--- src/rtl/multdiv_pkg.sv ---
// Shared types for the iterative multiply/divide unit: opcodes, FSM states, default width.
package multdiv_pkg;

  localparam int MD_WIDTH = 32;

  typedef enum logic [1:0] {
    OP_MULT  = 2'b00,
    OP_MULTU = 2'b01,
    OP_DIV   = 2'b10,
    OP_DIVU  = 2'b11
  } op_e;

  typedef enum logic [2:0] {
    S_IDLE,
    S_PREP,
    S_RUN,
    S_FIX,
    S_DONE
  } state_e;

  function automatic logic op_is_div(input op_e op);
    return (op == OP_DIV) || (op == OP_DIVU);
  endfunction

  function automatic logic op_is_signed(input op_e op);
    return (op == OP_MULT) || (op == OP_DIV);
  endfunction

endpackage

--- src/rtl/multdiv_step.sv ---
// One radix-2 iteration: shift-add for multiply, restoring subtract-shift for divide.
module multdiv_step #(
  parameter int WIDTH = 32
) (
  input  logic [2*WIDTH-1:0] acc_i,
  input  logic [2*WIDTH-1:0] opnd_i,
  input  logic               mbit_i,
  input  logic               is_div_i,
  output logic [2*WIDTH-1:0] acc_o
);

  logic [WIDTH:0] rem_sh;
  logic [WIDTH:0] diff;

  // Divide: acc = {remainder, dividend/quotient}; the quotient bit shifts in at the bottom.
  // The extra remainder bit keeps the trial subtraction exact; diff[WIDTH] is the borrow.
  always_comb begin
    rem_sh = {acc_i[2*WIDTH-1:WIDTH], acc_i[WIDTH-1]};
    diff   = rem_sh - {1'b0, opnd_i[WIDTH-1:0]};
    acc_o  = acc_i;
    if (is_div_i) begin
      if (!diff[WIDTH]) acc_o = {diff[WIDTH-1:0], acc_i[WIDTH-2:0], 1'b1};
      else              acc_o = {rem_sh[WIDTH-1:0], acc_i[WIDTH-2:0], 1'b0};
    end else if (mbit_i) begin
      acc_o = acc_i + opnd_i;
    end
  end

endmodule

--- src/rtl/multdiv_sequencer.sv ---
// Multi-cycle MULT/MULTU/DIV/DIVU sequencer owning HI/LO; one radix-2 step per RUN cycle.
// Optional MULTDIV_EARLY_OUT_EN: multiplies leave RUN once the remaining multiplier bits are zero.
module multdiv_sequencer
  import multdiv_pkg::*;
#(
  parameter  int WIDTH = MD_WIDTH,
  localparam int CNT_W = $clog2(WIDTH)
) (
  input  logic             clk_i,
  input  logic             rst_i,
  input  logic             start_i,
  input  logic [1:0]       op_i,
  input  logic [WIDTH-1:0] a_i,
  input  logic [WIDTH-1:0] b_i,
  input  logic [1:0]       hilo_we_i,
  input  logic [WIDTH-1:0] wdata_i,
  output logic             busy_o,
  output logic             done_o,
  output logic [WIDTH-1:0] hi_o,
  output logic [WIDTH-1:0] lo_o,
  output logic             div_zero_o
);

  state_e             state_q, state_d;
  op_e                op_q, op_d;
  logic [WIDTH-1:0]   a_q, a_d, b_q, b_d;
  logic [WIDTH-1:0]   mplier_q, mplier_d;
  logic [WIDTH-1:0]   hi_q, hi_d, lo_q, lo_d;
  logic [2*WIDTH-1:0] acc_q, acc_d, opnd_q, opnd_d;
  logic [CNT_W-1:0]   cnt_q, cnt_d;
  logic               negq_q, negq_d, negr_q, negr_d;
  logic               dz_q, dz_d, divz_q, divz_d;

  logic               is_div;
  logic               sa, sb;
  logic [WIDTH-1:0]   ua, ub, quo, rem;
  logic [2*WIDTH-1:0] prod;
  logic [2*WIDTH-1:0] step_acc;

  assign is_div = op_is_div(op_q);

  multdiv_step #(.WIDTH(WIDTH)) u_step (
    .acc_i    (acc_q),
    .opnd_i   (opnd_q),
    .mbit_i   (mplier_q[0]),
    .is_div_i (is_div),
    .acc_o    (step_acc)
  );

  always_comb begin
    state_d  = state_q;
    op_d     = op_q;
    a_d      = a_q;
    b_d      = b_q;
    acc_d    = acc_q;
    opnd_d   = opnd_q;
    mplier_d = mplier_q;
    cnt_d    = cnt_q;
    negq_d   = negq_q;
    negr_d   = negr_q;
    dz_d     = dz_q;
    hi_d     = hi_q;
    lo_d     = lo_q;
    divz_d   = divz_q;

    sa   = op_is_signed(op_q) & a_q[WIDTH-1];
    sb   = op_is_signed(op_q) & b_q[WIDTH-1];
    ua   = sa ? -a_q : a_q;
    ub   = sb ? -b_q : b_q;
    quo  = negq_q ? -acc_q[WIDTH-1:0] : acc_q[WIDTH-1:0];
    rem  = negr_q ? -acc_q[2*WIDTH-1:WIDTH] : acc_q[2*WIDTH-1:WIDTH];
    prod = negq_q ? -acc_q : acc_q;

    case (state_q)
      S_IDLE: begin
        if (hilo_we_i[1]) hi_d = wdata_i;
        if (hilo_we_i[0]) lo_d = wdata_i;
        // Operands are captured with the request so the core may move on next cycle.
        if (start_i) begin
          state_d = S_PREP;
          op_d    = op_e'(op_i);
          a_d     = a_i;
          b_d     = b_i;
        end
      end
      S_PREP: begin
        cnt_d  = '0;
        negq_d = sa ^ sb;
        negr_d = sa;
        dz_d   = is_div && (b_q == '0);
        if (is_div) begin
          acc_d    = {{WIDTH{1'b0}}, ua};
          opnd_d   = {{WIDTH{1'b0}}, ub};
          mplier_d = '0;
        end else begin
          acc_d    = '0;
          opnd_d   = {{WIDTH{1'b0}}, ua};
          mplier_d = ub;
        end
        state_d = S_RUN;
      end
      S_RUN: begin
        acc_d = step_acc;
        cnt_d = cnt_q + 1'b1;
        if (!is_div) begin
          opnd_d   = opnd_q << 1;
          mplier_d = mplier_q >> 1;
        end
        if (cnt_q == CNT_W'(WIDTH - 1)) state_d = S_FIX;
`ifdef MULTDIV_EARLY_OUT_EN
        if (!is_div && (mplier_d == '0)) state_d = S_FIX;
`endif
      end
      S_FIX: begin
        // Results land on the edge into DONE so HI/LO are valid while done is high.
        if (!is_div) begin
          hi_d   = prod[2*WIDTH-1:WIDTH];
          lo_d   = prod[WIDTH-1:0];
          divz_d = 1'b0;
        end else if (dz_q) begin
          hi_d   = a_q;
          lo_d   = '1;
          divz_d = 1'b1;
        end else begin
          hi_d   = rem;
          lo_d   = quo;
          divz_d = 1'b0;
        end
        state_d = S_DONE;
      end
      S_DONE:  state_d = S_IDLE;
      default: state_d = S_IDLE;
    endcase
  end

  always_ff @(posedge clk_i or posedge rst_i) begin
    if (rst_i) begin
      state_q  <= S_IDLE;
      op_q     <= OP_MULT;
      a_q      <= '0;
      b_q      <= '0;
      acc_q    <= '0;
      opnd_q   <= '0;
      mplier_q <= '0;
      cnt_q    <= '0;
      negq_q   <= 1'b0;
      negr_q   <= 1'b0;
      dz_q     <= 1'b0;
      hi_q     <= '0;
      lo_q     <= '0;
      divz_q   <= 1'b0;
    end else begin
      state_q  <= state_d;
      op_q     <= op_d;
      a_q      <= a_d;
      b_q      <= b_d;
      acc_q    <= acc_d;
      opnd_q   <= opnd_d;
      mplier_q <= mplier_d;
      cnt_q    <= cnt_d;
      negq_q   <= negq_d;
      negr_q   <= negr_d;
      dz_q     <= dz_d;
      hi_q     <= hi_d;
      lo_q     <= lo_d;
      divz_q   <= divz_d;
    end
  end

  assign busy_o     = (state_q != S_IDLE);
  assign done_o     = (state_q == S_DONE);
  assign hi_o       = hi_q;
  assign lo_o       = lo_q;
  assign div_zero_o = divz_q;

endmodule

--- config.mk ---
export PLATFORM = sky130hd
export DESIGN_NAME = multdiv_sequencer
export DESIGN_NICKNAME = d
export VERILOG_FILES = /design/src/rtl/multdiv_pkg.sv /design/src/rtl/multdiv_step.sv /design/src/rtl/multdiv_sequencer.sv
export SDC_FILE = /design/constraint.sdc
export NUM_CORES = 1
export LEC_CHECK = 0
export ABC_AREA = 1
export CORE_MARGIN = 3
export CORE_UTILIZATION = 35
export DETAILED_ROUTE_END_ITERATION = 10
export PLACE_DENSITY_LB_ADDON = 0.2
export SYNTH_ARGS = -nofsm -noshare
export SYNTH_HDL_FRONTEND = slang
export SYNTH_SLANG_ARGS = --single-unit
--- constraint.sdc ---
create_clock -name clk_i -period 14.3 [get_ports clk_i]
set_clock_uncertainty 0.1 [all_clocks]
set_input_delay 2.145 -clock clk_i [delete_from_list [all_inputs] [get_ports clk_i]]
set_output_delay 2.145 -clock clk_i [all_outputs]
set_load 0.02 [all_outputs]
==> key figures <==
Synth
  – Portion of netlist area occupied by mux cells: less than 1%
  – Ys flop type: dfrtp_1
  – Syn Nets: 4,862
  – Post-Syn Instances: roughly 4,700
  – Post-Synth Simple-Gate Area: 38.01%
  – Count of different cell masters after synthesis: 55
  – Number of synthesized flops with an enable pin: 0
  – Post-synthesis sequential area ratio: 27.63%
  – Largest family of logic cells by synthesized area: simple AND/OR/NAND/NOR gates
  – Area fraction in compound gates after synthesis: 13.10%
  – Warnings, synthesis: 0
  – Seq cells post-synth: 302
  – Adder-cell share of the synthesized area: 4.766%
  – Asr flop ratio synth: 100.0%
  – Post-synthesis xor/xnor area fraction: under 10%
  – Synthesized area per cell: 5.875 sq um
  – Synthesized area: 0.02735 sq mm

Global route
  – Vias in the first global route: 27,830
  – GRT Util Overall: a little under 30%
  – Initial antenna violation count: 5
  – First-pass GRT wire length: 180,500 um
  – Largest net degree at the start of global routing: 143
  – GRT overflow: 0

STA
  – Peak Freq: between 0.2 and 0.25 GHz
  – Final Critical Period: 4381 ps
  – Final WS setup: about 9900 ps
  – # setup viols final: 0
  – Crit share post-route: 30.64%
  – Slew headroom: 34.27%
  – Final hold violations: 0
  – Worst slew pin tran: 982.3 ps
  – Setup_tns: 0 ps
  – Final Max Tran Viols: 0
  – RSZ-0062 raised after global routing: false
  – Fin Hold WS: between 300 and 400 ps

Drt
  – 1st-pass router iterations: 6
  – Total wire length: 123,800 um
  – Vias per inst: 5.215
  – Routed vias: 30,260
  – Wire per inst: 21.34 um
  – Residual DRC: 0
  – DR iter-0 viols: ~3,000
  – ANT nets after route: 0

Cells and area
  – Register Area: roughly 0.0076 sq mm
  – Non-Filler Instances: 5,802
  – Final core occ: 40.88%
  – Area delta synth->final: 14.64%
  – Antenna fix cells: 0
  – Fillers: between 8,000 and 9,000
  – Area occupied by multi-input gates: between 0.015 and 0.02 sq mm
  – Nets: 4,949
  – Share of layout cells above drive strength 1: 3.332%

Setup path
  – CP arrival: 2140 ps
  – Startpoint Class: flip-flop
  – Critical path capture point type: output pin
  – Worst R2R Path Depth: 9
  – Crit path max fanout: 4
  – Crit path kind: flip-flop to output pin
  – Worst Path Required: between 10,000 and 15,000 ps

CTS
  – Total CTS buffers: 40
  – Post-CTS Setup Repair Bufs: 0
  – Clock Latency Late Sink: 580 ps
  – H-tree Lvls: 2
  – Post-CTS sizing: 0
  – Reg clk slew, reported paths: 60 ps
  – Clock sinks: between 300 and 400
  – CTS Hold Bufs: 0
  – CTS tree: done
  – Root buffer cell: clkbuf_16
  – Clk buf depth: 3

Die
  – Starting density of the core: a little over a third
  – Die X-Extent: 285.6 um
  – Core Area: 0.07671 sq mm
  – # rows: slightly above 100
  – Die area: 0.08155 sq mm
  – Die height: between 200 and 300 um
  – I/O pin cnt: 170

Placement
  – Port buffer count: 169
  – Pre-CTS WS: between 9000 and 10,000 ps
  – Placer Congestion: 1.022
  – Placed cells: 5,731
  – Post-DP HPWL: 98,570 um

Power and ir drop
  – Power density over the cells: 262.6 mW/mm^2
  – Worst VDD drop: 0.0001131 V
  – Leak: 0.01640 uW

Worst hold path
  – Worst Hold Class: flip-flop to flip-flop
  – Hold path depth: 2

Status
  – Status: finished, final reports clean

Flow run
  – Max-capacitance violation count: 0
[critical path, cell delays in order, from the launching register on]
cell and delay (ps):
dfrtp_1 430, nor2_1 150, inv_2 80, nor2_2 230, inv_2 120, clkdlybuf4s50_1 550
[flip-flops by register name, summed over array words and instances, names as in the netlist]
name,flops
div_zero_o,1
b_q,32
mplier_q,32
cnt_q,5
state_q,3
lo_o,32
acc_q,64
dz_q,1
negr_q,1
op_q,2
negq_q,1
opnd_q,64
hi_o,32
a_q,32
[placed cells by master (no fill, tap or decap), drive strengths merged, types with 6 or more instances in the layout]
cell type,instances
a21o,7
a21oi,320
a22oi,20
a31oi,27
buf,39
clkbuf,49
clkdlybuf4s50,169
clkinv,11
dfrtp,302
ha,101
inv,765
nand2,1598
nand3,369
nand3b,9
nand4,32
nor2,510
nor3,36
o211ai,30
o21ai,176
o21bai,6
o221ai,6
o22ai,38
or2,7
xnor2,13
xor2,90
[metrics by stage]
step | cell area (sq um) | power, uW
after floorplan | 27360 | 4990
after global placement | 29980 | 7021
after detailed placement | 29980 | 7042
after CTS | 31360 | 8144
after global routing | 31360 | 8808
final | 31360 | 8235
[cell type report]
cell class,instances,area share [%]
flip-flops and latches,302,24.11
clock buffers,49,3.491
well taps,1030,4.109
clock inverters,22,0.9057
repair buffers,208,6.368
multi-input cells,3427,51.84
inverters,764,9.173
[metal layers]
layer  vias up  global-route usage, %  share of wire, %  wire length [um]
li1      14790                      -                 -                 -
met1     13970                  40.94                44             53900
met2      1239                  45.02                43             53370
met3       245                  4.096               8.0              9900
met4         6                  13.66               5.3              6614
met5         -                      0             0.037                46
[logic make-up (layout without fill, tap and decap cells)]
kind of cell | count (synthesis) | count (layout)
adders and majority gates | 103 | 103
muxes | 4 | 4
xor gates and xnor gates | 103 | 103
AOI/OAI and AO/OA | 647 | 647
DFF | 302 | 302
buffers and inverters | 927 | 1043
and+or+nand+nor | 2570 | 2570
[power by group]
group	switching, uW	internal [uW]
sequential	489	1220
clock	437	640
combinational	3860	1590
total	4780	3450
[path summary, 6_finish.rpt]
check / start / end / slack (ps)
worst max-delay path: state_q[2]$_DFFE_PP0P_ / busy_o / 9920
worst min-delay path: div_zero_o$_DFFE_PP0P_ / div_zero_o$_DFFE_PP0P_ / 390
worst min register to register: div_zero_o$_DFFE_PP0P_ / div_zero_o$_DFFE_PP0P_ / 390
worst max register to register: state_q[2]$_DFFE_PP0P_ / hi_o[26]$_DFFE_PP0P_ / 10260
max in group asynchronous: rst_i / hi_o[28]$_DFFE_PP0P_ / 10780
min in group asynchronous: rst_i / acc_q[52]$_DFFE_PP0P_ / 2000
[synthesized netlist by cell type, types with 4 or more instances]
| cell | n | area (sq um) |
|---|---|---|
| nand2_2 | 6 | 37.54 |
| o22ai_1 | 38 | 237.7 |
| buf_4 | 5 | 37.54 |
| nand3_1 | 368 | 1842 |
| a31oi_1 | 27 | 168.9 |
| inv_2 | 11 | 41.29 |
| a21oi_1 | 320 | 1602 |
| nor2_1 | 495 | 1858 |
| nor3_1 | 34 | 170.2 |
| inv_1 | 750 | 2815 |
| a22oi_1 | 20 | 150.1 |
| o221ai_1 | 6 | 52.55 |
| o21bai_1 | 6 | 45.04 |
| nand2_1 | 1592 | 5976 |
| ha_1 | 101 | 1264 |
| nand3b_1 | 9 | 67.56 |
| or2_2 | 5 | 31.28 |
| mux2_2 | 4 | 45.04 |
| o21ai_0 | 150 | 750.7 |
| a22o_1 | 4 | 35.03 |
| nand4_1 | 32 | 200.2 |
| a21o_1 | 7 | 52.55 |
| dfrtp_1 | 302 | 7557 |
| xor2_1 | 90 | 788.3 |
| and2_1 | 4 | 25.02 |
| o21ai_1 | 23 | 115.1 |
| o211ai_1 | 30 | 225.2 |
| nor2_2 | 12 | 75.07 |
| xnor2_1 | 13 | 113.9 |
| clkbuf_1 | 97 | 364.1 |
| buf_2 | 33 | 165.2 |
| buf_1 | 22 | 82.58 |
Note: power is estimated with default switching activity, not from simulation.
